[src/rtl/chanx_bist_pkg.sv]
// rtl/chanx_bist_pkg.sv - shared types and constants for the chanx BIST engine
package chanx_bist_pkg;

    localparam int CHAN_WIDTH_DEF = 64;
    localparam int LAT_MAX_DEF    = 15;

    // Taps for x^32 + x^22 + x^2 + x + 1 on a left-shifting Fibonacci register
    localparam logic [31:0] LFSR_TAPS = 32'h8020_0003;
    localparam logic [31:0] LFSR_SEED = 32'hACE1_0001;

    typedef enum logic [1:0] {
        ST_IDLE,
        ST_DRIVE,
        ST_DRAIN,
        ST_DONE
    } state_e;

    typedef enum logic [1:0] {
        MODE_WALK,
        MODE_CHECKER,
        MODE_LFSR,
        MODE_TOGGLE
    } mode_e;

    function automatic logic [31:0] lfsr_next(input logic [31:0] s);
        return {s[30:0], ^(s & LFSR_TAPS)};
    endfunction

endpackage

[src/rtl/chanx_bist_engine_if.sv]
// rtl/chanx_bist_engine_if.sv - control, status and channel bundle of the BIST engine
interface chanx_bist_engine_if
    import chanx_bist_pkg::*;
#(
    parameter int CHAN_WIDTH = CHAN_WIDTH_DEF
);
    logic                  start;
    logic                  abort;
    logic [1:0]            mode;
    logic [15:0]           len_cfg;
    logic [3:0]            lat_cfg;
    logic [0:CHAN_WIDTH-1] chanx_drive_out;
    logic [0:CHAN_WIDTH-1] chanx_sample_in;
    logic                  busy;
    logic                  done;
    logic                  pass;
    logic [15:0]           err_count;
    logic [15:0]           first_err_beat;
    logic [5:0]            first_err_track;

    modport master (
        output start, abort, mode, len_cfg, lat_cfg, chanx_sample_in,
        input  chanx_drive_out, busy, done, pass, err_count, first_err_beat, first_err_track
    );

    modport slave (
        input  start, abort, mode, len_cfg, lat_cfg, chanx_sample_in,
        output chanx_drive_out, busy, done, pass, err_count, first_err_beat, first_err_track
    );
endinterface

[src/rtl/chanx_bist_patgen.sv]
// rtl/chanx_bist_patgen.sv - registered track pattern generator, one beat per strobe
module chanx_bist_patgen
    import chanx_bist_pkg::*;
#(
    parameter int CHAN_WIDTH = CHAN_WIDTH_DEF
) (
    input  logic                  clk,
    input  logic                  rst_n,
    input  logic                  i_load,
    input  logic                  i_adv,
    input  logic [1:0]            i_mode,
    output logic [0:CHAN_WIDTH-1] o_pattern
);
    localparam int WW = (CHAN_WIDTH > 1) ? $clog2(CHAN_WIDTH) : 1;

    // r_walk/r_odd/r_lfsr describe the beat that will be emitted on the next strobe
    mode_e                 r_mode;
    logic [WW-1:0]         r_walk;
    logic                  r_odd;
    logic [31:0]           r_lfsr;
    logic [0:CHAN_WIDTH-1] r_pat;

    mode_e                 w_mode;
    logic [WW-1:0]         w_walk;
    logic                  w_odd;
    logic [31:0]           w_lfsr;
    logic [63:0]           w_lfsr64;
    logic [0:CHAN_WIDTH-1] w_pat;

    // Build the pattern for the beat about to be registered; a load restarts at beat 0
    always_comb begin
        w_mode   = i_load ? mode_e'(i_mode) : r_mode;
        w_walk   = i_load ? '0 : r_walk;
        w_odd    = i_load ? 1'b0 : r_odd;
        w_lfsr   = i_load ? LFSR_SEED : r_lfsr;
        w_lfsr64 = {w_lfsr, ~w_lfsr};
        w_pat    = '0;
        for (int i = 0; i < CHAN_WIDTH; i++) begin
            case (w_mode)
                MODE_WALK:    w_pat[i] = (i == int'(w_walk));
                MODE_CHECKER: w_pat[i] = i[0] ^ w_odd;
                MODE_LFSR:    if (i < 64) w_pat[i] = w_lfsr64[6'(63 - i)];
                default:      w_pat[i] = ~w_odd;
            endcase
        end
    end

    // Register the beat and step the sequence state; drop to all-zero between tests
    always_ff @(posedge clk or negedge rst_n) begin
        if (!rst_n) begin
            r_mode <= MODE_WALK;
            r_walk <= '0;
            r_odd  <= 1'b0;
            r_lfsr <= LFSR_SEED;
            r_pat  <= '0;
        end else if (i_load || i_adv) begin
            r_mode <= w_mode;
            r_pat  <= w_pat;
            r_walk <= (w_walk == WW'(CHAN_WIDTH - 1)) ? '0 : w_walk + 1'b1;
            r_odd  <= ~w_odd;
            r_lfsr <= lfsr_next(w_lfsr);
        end else begin
            r_pat  <= '0;
        end
    end

    assign o_pattern = r_pat;

endmodule

[src/rtl/chanx_bist_engine.sv]
// rtl/chanx_bist_engine.sv - channel BIST top: FSM, expected-value delay line, compare, results
module chanx_bist_engine
    import chanx_bist_pkg::*;
#(
    parameter int CHAN_WIDTH = CHAN_WIDTH_DEF,
    parameter int LAT_MAX    = LAT_MAX_DEF
) (
    input  logic              clk,
    input  logic              rst_n,
    chanx_bist_engine_if.slave bus
);
    state_e                r_state;
    state_e                w_next;
    logic [15:0]           r_len;
    logic [15:0]           r_beat;
    logic [3:0]            r_lat;
    logic [3:0]            r_drain;
    logic [15:0]           r_cmp_beat;
    logic [15:0]           r_err;
    logic [15:0]           r_first_beat;
    logic [5:0]            r_first_trk;
    logic                  r_pass;
    logic [0:CHAN_WIDTH-1] r_dl_data [1:LAT_MAX];
    logic [LAT_MAX:1]      r_dl_vld;

    logic                  w_accept;
    logic [3:0]            w_lat_clamp;
    logic                  w_last_beat;
    logic                  w_busy;
    logic                  w_done;
    logic [0:CHAN_WIDTH-1] w_pattern;
    logic [0:CHAN_WIDTH-1] w_tap_data;
    logic                  w_tap_vld;
    logic                  w_cmp_en;
    logic [0:CHAN_WIDTH-1] w_diff;
    logic                  w_mismatch;
    logic [5:0]            w_low_trk;
    logic [15:0]           w_err_next;

    assign w_accept    = (r_state == ST_IDLE) && bus.start && !bus.abort;
    assign w_lat_clamp = (int'(bus.lat_cfg) > LAT_MAX) ? 4'(LAT_MAX) : bus.lat_cfg;
    assign w_last_beat = (r_beat == r_len - 16'd1);

    // Next-state and status decode; abort overrides every other transition
    always_comb begin
        w_next = r_state;
        w_busy = 1'b0;
        w_done = 1'b0;
        case (r_state)
            ST_IDLE: begin
                if (w_accept) w_next = (bus.len_cfg == 16'd0) ? ST_DONE : ST_DRIVE;
            end
            ST_DRIVE: begin
                w_busy = 1'b1;
                if (w_last_beat) w_next = (r_lat == 4'd0) ? ST_DONE : ST_DRAIN;
            end
            ST_DRAIN: begin
                w_busy = 1'b1;
                if (r_drain == 4'd0) w_next = ST_DONE;
            end
            default: begin
                w_done = 1'b1;
                w_next = ST_IDLE;
            end
        endcase
        if (bus.abort) w_next = ST_IDLE;
    end

    // State register plus the per-test configuration and beat/drain counters
    always_ff @(posedge clk or negedge rst_n) begin
        if (!rst_n) begin
            r_state <= ST_IDLE;
            r_len   <= '0;
            r_lat   <= '0;
            r_beat  <= '0;
            r_drain <= '0;
        end else begin
            r_state <= w_next;
            if (w_accept) begin
                r_len  <= bus.len_cfg;
                r_lat  <= w_lat_clamp;
                r_beat <= '0;
            end else if (r_state == ST_DRIVE) begin
                r_beat <= r_beat + 16'd1;
            end
            if (r_state == ST_DRIVE && w_next == ST_DRAIN) begin
                r_drain <= r_lat - 4'd1;
            end else if (r_state == ST_DRAIN) begin
                r_drain <= r_drain - 4'd1;
            end
        end
    end

    chanx_bist_patgen #(
        .CHAN_WIDTH (CHAN_WIDTH)
    ) u_patgen (
        .clk       (clk),
        .rst_n     (rst_n),
        .i_load    (w_accept && (bus.len_cfg != 16'd0)),
        .i_adv     ((r_state == ST_DRIVE) && (w_next == ST_DRIVE)),
        .i_mode    (bus.mode),
        .o_pattern (w_pattern)
    );

    // Valid flags of the expected-value delay line; start and abort flush them
    always_ff @(posedge clk or negedge rst_n) begin
        if (!rst_n) begin
            r_dl_vld <= '0;
        end else if (w_accept || bus.abort) begin
            r_dl_vld <= '0;
        end else begin
            r_dl_vld[1] <= (r_state == ST_DRIVE);
            for (int i = 2; i <= LAT_MAX; i++) r_dl_vld[i] <= r_dl_vld[i-1];
        end
    end

    // Expected data shifts freely; only the valid flags decide whether a stage matters
    always_ff @(posedge clk) begin
        r_dl_data[1] <= w_pattern;
        for (int i = 2; i <= LAT_MAX; i++) r_dl_data[i] <= r_dl_data[i-1];
    end

    // Tap the delay line and find the lowest differing track of the current compare
    always_comb begin
        w_tap_data = w_pattern;
        w_tap_vld  = (r_state == ST_DRIVE);
        if (r_lat != 4'd0) begin
            w_tap_data = r_dl_data[r_lat];
            w_tap_vld  = r_dl_vld[r_lat];
        end
        w_cmp_en   = w_tap_vld && w_busy;
        w_diff     = w_tap_data ^ bus.chanx_sample_in;
        w_mismatch = w_cmp_en && (|w_diff);
        w_low_trk  = '0;
        for (int i = CHAN_WIDTH - 1; i >= 0; i--) begin
            if (w_diff[i]) w_low_trk = 6'(i);
        end
        w_err_next = r_err;
        if (w_mismatch && r_err != 16'hFFFF) w_err_next = r_err + 16'd1;
    end

    // Result registers: cleared by an accepted start, frozen by abort
    always_ff @(posedge clk or negedge rst_n) begin
        if (!rst_n) begin
            r_cmp_beat   <= '0;
            r_err        <= '0;
            r_first_beat <= '0;
            r_first_trk  <= '0;
            r_pass       <= 1'b0;
        end else if (w_accept) begin
            r_cmp_beat   <= '0;
            r_err        <= '0;
            r_first_beat <= '0;
            r_first_trk  <= '0;
            r_pass       <= (bus.len_cfg == 16'd0);
        end else if (!bus.abort) begin
            if (w_cmp_en) r_cmp_beat <= r_cmp_beat + 16'd1;
            if (w_mismatch) begin
                r_err <= w_err_next;
                if (r_err == 16'd0) begin
                    r_first_beat <= r_cmp_beat;
                    r_first_trk  <= w_low_trk;
                end
            end
            if (w_busy && w_next == ST_DONE) r_pass <= (w_err_next == 16'd0);
        end
    end

    assign bus.chanx_drive_out = w_pattern;
    assign bus.busy            = w_busy;
    assign bus.done            = w_done;
    assign bus.pass            = r_pass;
    assign bus.err_count       = r_err;
    assign bus.first_err_beat  = r_first_beat;
    assign bus.first_err_track = r_first_trk;

endmodule

[src/flat_wrapper.sv]
// flat-port wrapper written by rule: the top's interface ports become plain ports
module chanx_bist_engine_flat import chanx_bist_pkg::*;
#(
    parameter int CHAN_WIDTH = CHAN_WIDTH_DEF,
    parameter int LAT_MAX    = LAT_MAX_DEF
)
  (clk, rst_n, bus_start, bus_abort, bus_mode, bus_len_cfg, bus_lat_cfg, bus_chanx_sample_in, bus_chanx_drive_out, bus_busy, bus_done, bus_pass, bus_err_count, bus_first_err_beat, bus_first_err_track);
  chanx_bist_engine_if #(.CHAN_WIDTH(CHAN_WIDTH)) bus_i ();
  input  logic clk;
  input  logic rst_n;
  input wire logic [$bits(bus_i.start)-1:0] bus_start;
  input wire logic [$bits(bus_i.abort)-1:0] bus_abort;
  input wire logic [$bits(bus_i.mode)-1:0] bus_mode;
  input wire logic [$bits(bus_i.len_cfg)-1:0] bus_len_cfg;
  input wire logic [$bits(bus_i.lat_cfg)-1:0] bus_lat_cfg;
  input wire logic [$bits(bus_i.chanx_sample_in)-1:0] bus_chanx_sample_in;
  output wire logic [$bits(bus_i.chanx_drive_out)-1:0] bus_chanx_drive_out;
  output wire logic [$bits(bus_i.busy)-1:0] bus_busy;
  output wire logic [$bits(bus_i.done)-1:0] bus_done;
  output wire logic [$bits(bus_i.pass)-1:0] bus_pass;
  output wire logic [$bits(bus_i.err_count)-1:0] bus_err_count;
  output wire logic [$bits(bus_i.first_err_beat)-1:0] bus_first_err_beat;
  output wire logic [$bits(bus_i.first_err_track)-1:0] bus_first_err_track;
  assign bus_i.start = bus_start;
  assign bus_i.abort = bus_abort;
  assign bus_i.mode = bus_mode;
  assign bus_i.len_cfg = bus_len_cfg;
  assign bus_i.lat_cfg = bus_lat_cfg;
  assign bus_i.chanx_sample_in = bus_chanx_sample_in;
  assign bus_chanx_drive_out = bus_i.chanx_drive_out;
  assign bus_busy = bus_i.busy;
  assign bus_done = bus_i.done;
  assign bus_pass = bus_i.pass;
  assign bus_err_count = bus_i.err_count;
  assign bus_first_err_beat = bus_i.first_err_beat;
  assign bus_first_err_track = bus_i.first_err_track;
  chanx_bist_engine #(.CHAN_WIDTH(CHAN_WIDTH), .LAT_MAX(LAT_MAX)) u_core (.clk(clk), .rst_n(rst_n), .bus(bus_i));
endmodule
[config.mk]
export PLATFORM = sky130hd
export DESIGN_NAME = chanx_bist_engine_flat
export DESIGN_NICKNAME = d
export VERILOG_FILES = /design/src/rtl/chanx_bist_pkg.sv /design/src/rtl/chanx_bist_engine_if.sv /design/src/rtl/chanx_bist_patgen.sv /design/src/rtl/chanx_bist_engine.sv /design/src/flat_wrapper.sv
export SDC_FILE = /design/constraint.sdc
export NUM_CORES = 2
export LEC_CHECK = 0
export ABC_CLOCK_PERIOD_IN_PS = 5600
export CAP_MARGIN = 30
export CORE_UTILIZATION = 59
export DETAILED_ROUTE_END_ITERATION = 16
export GPL_TIMING_DRIVEN = 0
export PLACE_DENSITY = 0.75
export SLEW_MARGIN = 10
export SYNTH_ARGS = -nofsm -noshare
export SYNTH_HDL_FRONTEND = slang
export SYNTH_HIERARCHICAL = 1
export SYNTH_SLANG_ARGS = --single-unit
export TNS_END_PERCENT = 100
[constraint.sdc]
create_clock -name clk -period 5.6 [get_ports clk]
set_clock_uncertainty 0.15 [all_clocks]
set_input_delay 1.4 -clock clk [delete_from_list [all_inputs] [get_ports clk]]
set_output_delay 1.4 -clock clk [all_outputs]
set_load 0.005 [all_outputs]
# [Word level (Yosys, flattened, before mapping)]
# Memories as Yosys holds them, arrays and structs flattened.
# Cells that the tools add are included.
[classes] add_sub_neg=7 magnitude_cmp=1 eq_ne=74 muxes=170 n_bitwise=3 n_reduce_logical=36
[ops] operator="6-bit two-way mux" n=70
[ops] operator="16-bit two-way mux" n=13
[ops] operator="6-bit equality test (first input constant)" n=32
[ops] operator="64-bit two-way mux" n=2
[ops] operator="5-bit by 6-bit equality test with 1-bit output (first input constant)" n=16
[ops] operator="1-bit one-hot mux with 3 select lines" n=32
[ops] operator="1-bit one-hot mux with 2 select lines" n=32
[ops] operator="64-bit OR reduction" n=1
[ops] operator="64-bit XOR" n=1
[ops] operator="16-bit by 1-bit adder with 16-bit output (second input constant)" n=3
[ops] operator="4-bit by 6-bit equality test with 1-bit output (first input constant)" n=8
[ops] operator="16-bit logical NOT" n=3
[ops] operator="32-bit two-way mux" n=1
[ops] operator="32-bit NOT" n=1
[ops] operator="32-bit parity" n=1
[ops] operator="3-bit by 6-bit equality test with 1-bit output (first input constant)" n=4
[ops] operator="16-bit equality test" n=1
[ops] operator="16-bit inequality test (second input constant)" n=1
[ops] operator="16-bit nonzero test" n=1
[ops] operator="16-bit by 1-bit subtractor with 16-bit output (second input constant)" n=1
[ops] operator="15-bit two-way mux" n=1
[ops] operator="2-bit by 6-bit equality test with 1-bit output (first input constant)" n=2
[ops] operator="2-bit two-way mux" n=6
[ops] operator="2-bit nonzero test" n=6
[ops] operator="other kinds (24)" n=52
[word_totals] regBits=217 ram_bits=960 input_bits=90 out_inout_bits=105 wordCells=308 n_memories=1
[mem_list] memory="u_core.r_dl_data" words=15 width=64 rd=15 rd_ports_with_merged_regs=0 wr=15 line="chanx_bist_engine.sv:23" text="logic [0:CHAN_WIDTH-1] r_dl_data [1:LAT_MAX];"

# [Depth between registers and ports, before layout]
[depth] word_depth=71 ltp_mapped=20 mapped_depth_nobuf=17

# [By module]
# The synthesis kept the hierarchy.
[modules_own_cells] mod="chanx_bist_engine" instances=1 cells_each=2711 area_per_inst_um2=35522.8 seq_area_each_um2=22021.1
[modules_own_cells] mod="chanx_bist_patgen" instances=1 cells_each=446 area_per_inst_um2=4614.4 seq_area_each_um2=2638.8

# [Least setup slack after synthesis]
# No wires, ideal clock.
[synth_timing] kind="input to register" from="input port bus_start" to="register u_core.u_patgen.r_pat, in the netlist u_core/u_patgen/o_pattern[12]" setup_time_ps=78 t_arrival_ps=4078 required_time_ps=5372 setup_slack_ps=1294 path_stages=14 n_path_buf=5 path_cell_list="nand2_1 > or2_2 > clkbuf_1 > nor2_1 > buf_2 > buf_2 > buf_2 > clkbuf_1 > nand2b_1 > ha_1 > nand2_1 > nor3_1 > nand3_1 > a21oi_1"
[synth_via] elab_chain_cells=9 word_cells_on_any_way=19 classes_between="4 x eq/ne; 8 x mux; 1 x bitwise; 6 x reduce/logical"
[synth_rtl] element="from (decl)" line="flat_wrapper.sv:11" text="input wire logic [$bits(bus_i.start)-1:0] bus_start;"
[synth_rtl] element="1-bit logical AND (*) (2 in a row)" line="chanx_bist_engine.sv:40" text="assign w_accept = (r_state == ST_IDLE) && bus.start && !bus.abort;"
[synth_rtl] element="2-bit two-way mux" line="chanx_bist_engine.sv:51" text="if (w_accept) w_next = (bus.len_cfg == 16'd0) ? ST_DONE : ST_DRIVE;"
[synth_rtl] element="2-bit one-hot mux with 3 select lines" line="chanx_bist_engine.sv:49" text="case (r_state)"
[synth_rtl] element="2-bit two-way mux" line="chanx_bist_engine.sv:66" text="if (bus.abort) w_next = ST_IDLE;"
[synth_rtl] element="2-bit by 1-bit equality test with 1-bit output" line="chanx_bist_engine.sv:100" text=".i_adv ((r_state == ST_DRIVE) && (w_next == ST_DRIVE)),"
[synth_rtl] element="1-bit logical AND" line="chanx_bist_engine.sv:100"
[synth_rtl] element="1-bit logical OR" line="chanx_bist_patgen.sv:56" text="end else if (i_load || i_adv) begin"
[synth_rtl] element="64-bit two-way mux (*)" line="chanx_bist_patgen.sv:56"
[synth_rtl] element="to (signal assigned)" line="chanx_bist_patgen.sv:58" text="r_pat <= w_pat;"
[synth_rtl] element="to (decl)" line="chanx_bist_patgen.sv:21" text="logic [0:CHAN_WIDTH-1] r_pat;"
# Mark *: on every way between the ends. The rest lies on a longest branch, timed or not.
# A chain may end at the register's enable or synchronous reset.

# [Worst setup path in the final report]
[layout_timing] from="register u_core.r_lat[1]" to="register u_core.r_first_trk[0] (netlist: u_core/bus.first_err_track[0])"
[layout_via] elab_chain_cells=71 word_cells_on_any_way=80 classes_between="72 x mux; 1 x bitwise; 6 x reduce/logical; 1 x memory"
[layout_rtl] element="from (decl)" line="chanx_bist_engine.sv:16" text="logic [3:0] r_lat;"
[layout_rtl] element="from (signal assigned)" line="chanx_bist_engine.sv:81" text="r_lat <= w_lat_clamp;"
[layout_rtl] element="memory 15 x 64 bit or 4-bit nonzero test (tied branches)"
[layout_rtl] element="64-bit two-way mux" line="chanx_bist_engine.sv:127" text="if (r_lat != 4'd0) begin"
[layout_rtl] element="64-bit XOR" line="chanx_bist_engine.sv:132" text="w_diff = w_tap_data ^ bus.chanx_sample_in;"
[layout_rtl] element="6-bit two-way mux (64 in a row)" line="chanx_bist_engine.sv:136" text="if (w_diff[i]) w_low_trk = 6'(i);"
[layout_rtl] element="6-bit two-way mux" line="chanx_bist_engine.sv:160" text="if (r_err == 16'd0) begin"
[layout_rtl] element="6-bit two-way mux" line="chanx_bist_engine.sv:158" text="if (w_mismatch) begin"
[layout_rtl] element="6-bit two-way mux" line="chanx_bist_engine.sv:156" text="end else if (!bus.abort) begin"
[layout_rtl] element="6-bit two-way mux" line="chanx_bist_engine.sv:150" text="end else if (w_accept) begin"
[layout_rtl] element="to (signal assigned)" line="chanx_bist_engine.sv:162" text="r_first_trk <= w_low_trk;"
[layout_rtl] element="to (decl)" line="chanx_bist_engine.sv:21" text="logic [5:0] r_first_trk;"
# Several ways; a longest one is shown, not always the timed one. The select of a mux whose other input is x is not followed.

==> metrics.cfg <==
[placement]
gp_routability_congestion = 0.9803
placed_area_um2 = 43270
hpwl_um = 86060
port-buffer-count = 194

[worst_hold_path]
worstHoldStart = u_core/r_dl_data[6][46]$_DFF_P_
hp-class = flip-flop to flip-flop
holdPathEnd = u_core/r_dl_data[7][46]$_DFF_P_
hold_path_depth = 0

[sta]
finalHoldViolCount = 0
slew_headroom_pct = 32.23
worst_hold_slack_ns = 0.1777
fin_setup_tns_ns = 0
period_share_pct = 99.42
fin_crit_ns = 5.568
finalSetupViolations = 0
maxSlewViolCount = 0
worst_pin_slew_ns = 1.014
rsz0062_at_grt = no
fmax_mhz = 179.6

[run_status]
status = completed

[yosys]
synth_edf_count = 0
synth_nets = 3259
yosys_warnings = 6
synth_ff_type = dfxtp_1
synthCells = 3157
synth_area_um2 = 40140
synth.avg_cell_area_um2 = 12.71
async_reset_ff_share_pct = 18.44
ys_seq_area_share_pct = 61.44
ys_ff_latch = 1177
synth.distinct_cells = 91

[floorplan]
dieArea_um2 = 69080
row_count = 95
die_x_um = 262.8
io_pins = 195
die_h_um = 262.8
core_area_um2 = 67280
initial_core_util_pct = 59.66

[setup_path]
worst-path-max-fanout = 10
cp.arrival_ns = 5.99
r2r-end = u_core/bus.first_err_track[0]$_DFFE_PN0P_
reg2reg_depth = 14
path_class = flip-flop to flip-flop
r2r-start = u_core/r_lat[1]$_DFFE_PN0P_
required_ns = 6.02
r2r_slack_ns = 0.03
start_kind = flip-flop
cp-end-kind = flip-flop

[clock_tree]
htreeDepth = 3
clkTransAtPathRegs_ns = 0.06
insertion_delay_ns = 0.69
cts-buffers-inserted = 110
clock_sinks = 1177
cts_max_path_buffers = 3
root_buffer = clkbuf_16
cts_tree = yes

[detailed_routing]
first_iter_violations = 2838
dr.pass1.iters = 7
vias = 27610
wl_per_cell_um = 26.81
ant_nets = 0
drc = 0
wl_um = 118800
vias_per_cell = 6.228

[global_routing]
grt_max_degree = 96
gr-total-overflow = 0
grt_pass1_wl_um = 176300
antenna_found_initial = 2
grtUsageTotal_pct = 34.14
first_global_vias = 27920

[final_layout]
nNetsFinal = 3574
area_growth_pct = 17.70
design_area_um2 = 47240
drive_gt1_share_pct = 15.34

[power]
p_per_area_nw_per_um2 = 456.1
power_leakage_nw = 18.75
ir_drop_mv = 0.2989

[flow_run]
cap_viol_max_count = 0

==> state kept, by name (all words and copies together) (netlist names) <==
| signal | count |
|---|---|
| u_core/bus.pass | 1 |
| u_core/r_dl_data | 960 |
| u_core/r_lat | 4 |
| u_core/r_len | 16 |
| u_core/r_drain | 4 |
| u_core/r_dl_vld | 15 |
| u_core/u_patgen/o_pattern | 64 |
| u_core/u_patgen/r_odd | 1 |
| u_core/u_patgen/r_walk | 6 |
| u_core/bus.first_err_beat | 16 |
| u_core/u_patgen/r_mode | 2 |
| u_core/bus.err_count | 16 |
| u_core/bus.first_err_track | 6 |
| u_core/r_beat | 16 |
| u_core/u_patgen/r_lfsr | 32 |
| u_core/r_cmp_beat | 16 |
| u_core/r_state | 2 |
==> worst max path at each step <==
| stage | cells after the start | slack, ns | start | endpoint |
|---|---|---|---|---|
| detailed placement | 16 | -1.09 | u_core/r_lat[2]$_DFFE_PN0P_ | u_core/bus.first_err_beat[13]$_DFFE_PN0P_ |
| CTS | 17 | 0.02 | u_core/r_lat[1]$_DFFE_PN0P_ | u_core/bus.first_err_beat[13]$_DFFE_PN0P_ |
| finish | 14 | 0.03 | u_core/r_lat[1]$_DFFE_PN0P_ | u_core/bus.first_err_track[0]$_DFFE_PN0P_ |
| floorplan | 14 | 1.29 | bus_start | u_core/u_patgen/o_pattern[12]$_DFF_PN0_ |
| global route | 18 | 0.009 | u_core/r_lat[2]$_DFFE_PN0P_ | u_core/bus.pass$_DFFE_PN0P_ |
| global placement | 1 | -5.93 | rst_n | u_core/u_patgen/o_pattern[20]$_DFF_PN0_ |
==> critical path, stage by stage (launching register included) <==
cell and delay [ns]:
dfrtp_1 0.43, buf_4 0.24, clkbuf_4 0.29, buf_6 0.23, buf_2 0.40, mux4_2 0.36, a22o_1 0.28, o21bai_1 0.21
nor2b_1 0.73, nand2_1 0.11, or4_1 0.63, a211oi_1 0.73, o221a_2 0.31, o31ai_1 0.07, a32o_1 0.27
==> cells in the final DEF (no fill, tap or decap), types with 51 or more instances in the layout <==
cell type        count
a21oi_1            101
a221oi_1            68
clkbuf_1            72
clkbuf_16          113
clkdlybuf4s50_1    193
dfrtp_1            208
dfxtp_1            960
inv_1               98
mux2i_1            240
mux4_2             129
nand2_1            184
nor2_1             166
o21ai_0             51
o22ai_1             64
==> metal layers <==
metal | vias to the layer above | wire length [µm] | track usage (%)
li1 | 12160 | - | -
met1 | 13940 | 48630 | 44.40
met2 | 1240 | 56630 | 55.75
met3 | 270 | 7837 | 5.819
met4 | 2 | 5723 | 16.33
met5 | - | 11 | 0
==> report_power, final <==
part           total [mW]  leakage (nW)  switching [mW]  internal [mW]
combinational        4.22          6.23            2.52           1.70
clock                7.42          1.78            3.20           4.23
sequential           9.90          10.7           0.583           9.32
==> stage by stage <==
stage | util, % | worst slack (ns) | total power, mW | cells
after floorplan | - | 1.294 | 12.39 | 3157
after global placement | 64.17 | -5.933 | 13.91 | 4224
after detailed placement | 64.31 | -1.085 | 14.04 | 4229
after CTS | 69.95 | 0.01709 | 21.44 | 4431
after global routing | 70.21 | 0.009088 | 22.22 | 4432
final | 70.22 | 0.03240 | 21.55 | 4433
==> synth_stat cells, drive strengths merged (35+ instances only) <==
library cell,number,area (µm²)
inv,98,367.9
mux2i,240,2402
o221ai,35,306.5
nor2,167,626.9
nand2,186,703.2
o21ai,52,260.2
dfrtp,208,5205
o22ai,64,400.4
nand3,43,215.2
mux4,131,2958
a21oi,101,505.5
and3,44,275.3
dfxtp,960,19220
clkbuf,66,247.7
a221oi,78,745.7
nor3,38,201.5
buf,106,910.9
a22oi,40,300.3
==> cells by family (layout without fill, tap and decap cells) <==
kind of cell / after synthesis / in the layout / synth area share, %
xor gates and xnor gates: 59 / 59 / 1.287
DFF: 1177 / 1177 / 61.44
other: 0 / 1 / 0
buffers and inverters: 270 / 672 / 3.803
and+or+nand+nor: 699 / 699 / 9.021
adders and majority gates: 12 / 12 / 0.3741
AOI/OAI and AO/OA: 565 / 565 / 10.61
muxes: 375 / 375 / 13.47
==> layout make-up <==
| type | instances | area (µm²) |
|---|---|---|
| Sequential cell | 1177 | 24660 |
| Fill cell | 4668 | 20040 |
| Multi-Input combinational cell | 1710 | 14190 |
| Clock buffer | 162 | 3172 |
| Timing Repair Buffer | 204 | 2067 |
| Buffer | 171 | 1226 |
| Tap cell | 873 | 1092 |
| Clock inverter | 37 | 459.2 |
| Inverter | 98 | 367.9 |
| Antenna cell | 1 | 2.502 |
==> timing repair <==
action,4_1_cts,5_1_grt
resized for setup,39,47
hold buffers,0,0
setup endpoints to repair,116,72
buffers inserted,3,2
pin swaps,2,2
No activity file was read; power rests on OpenSTA's default activity.
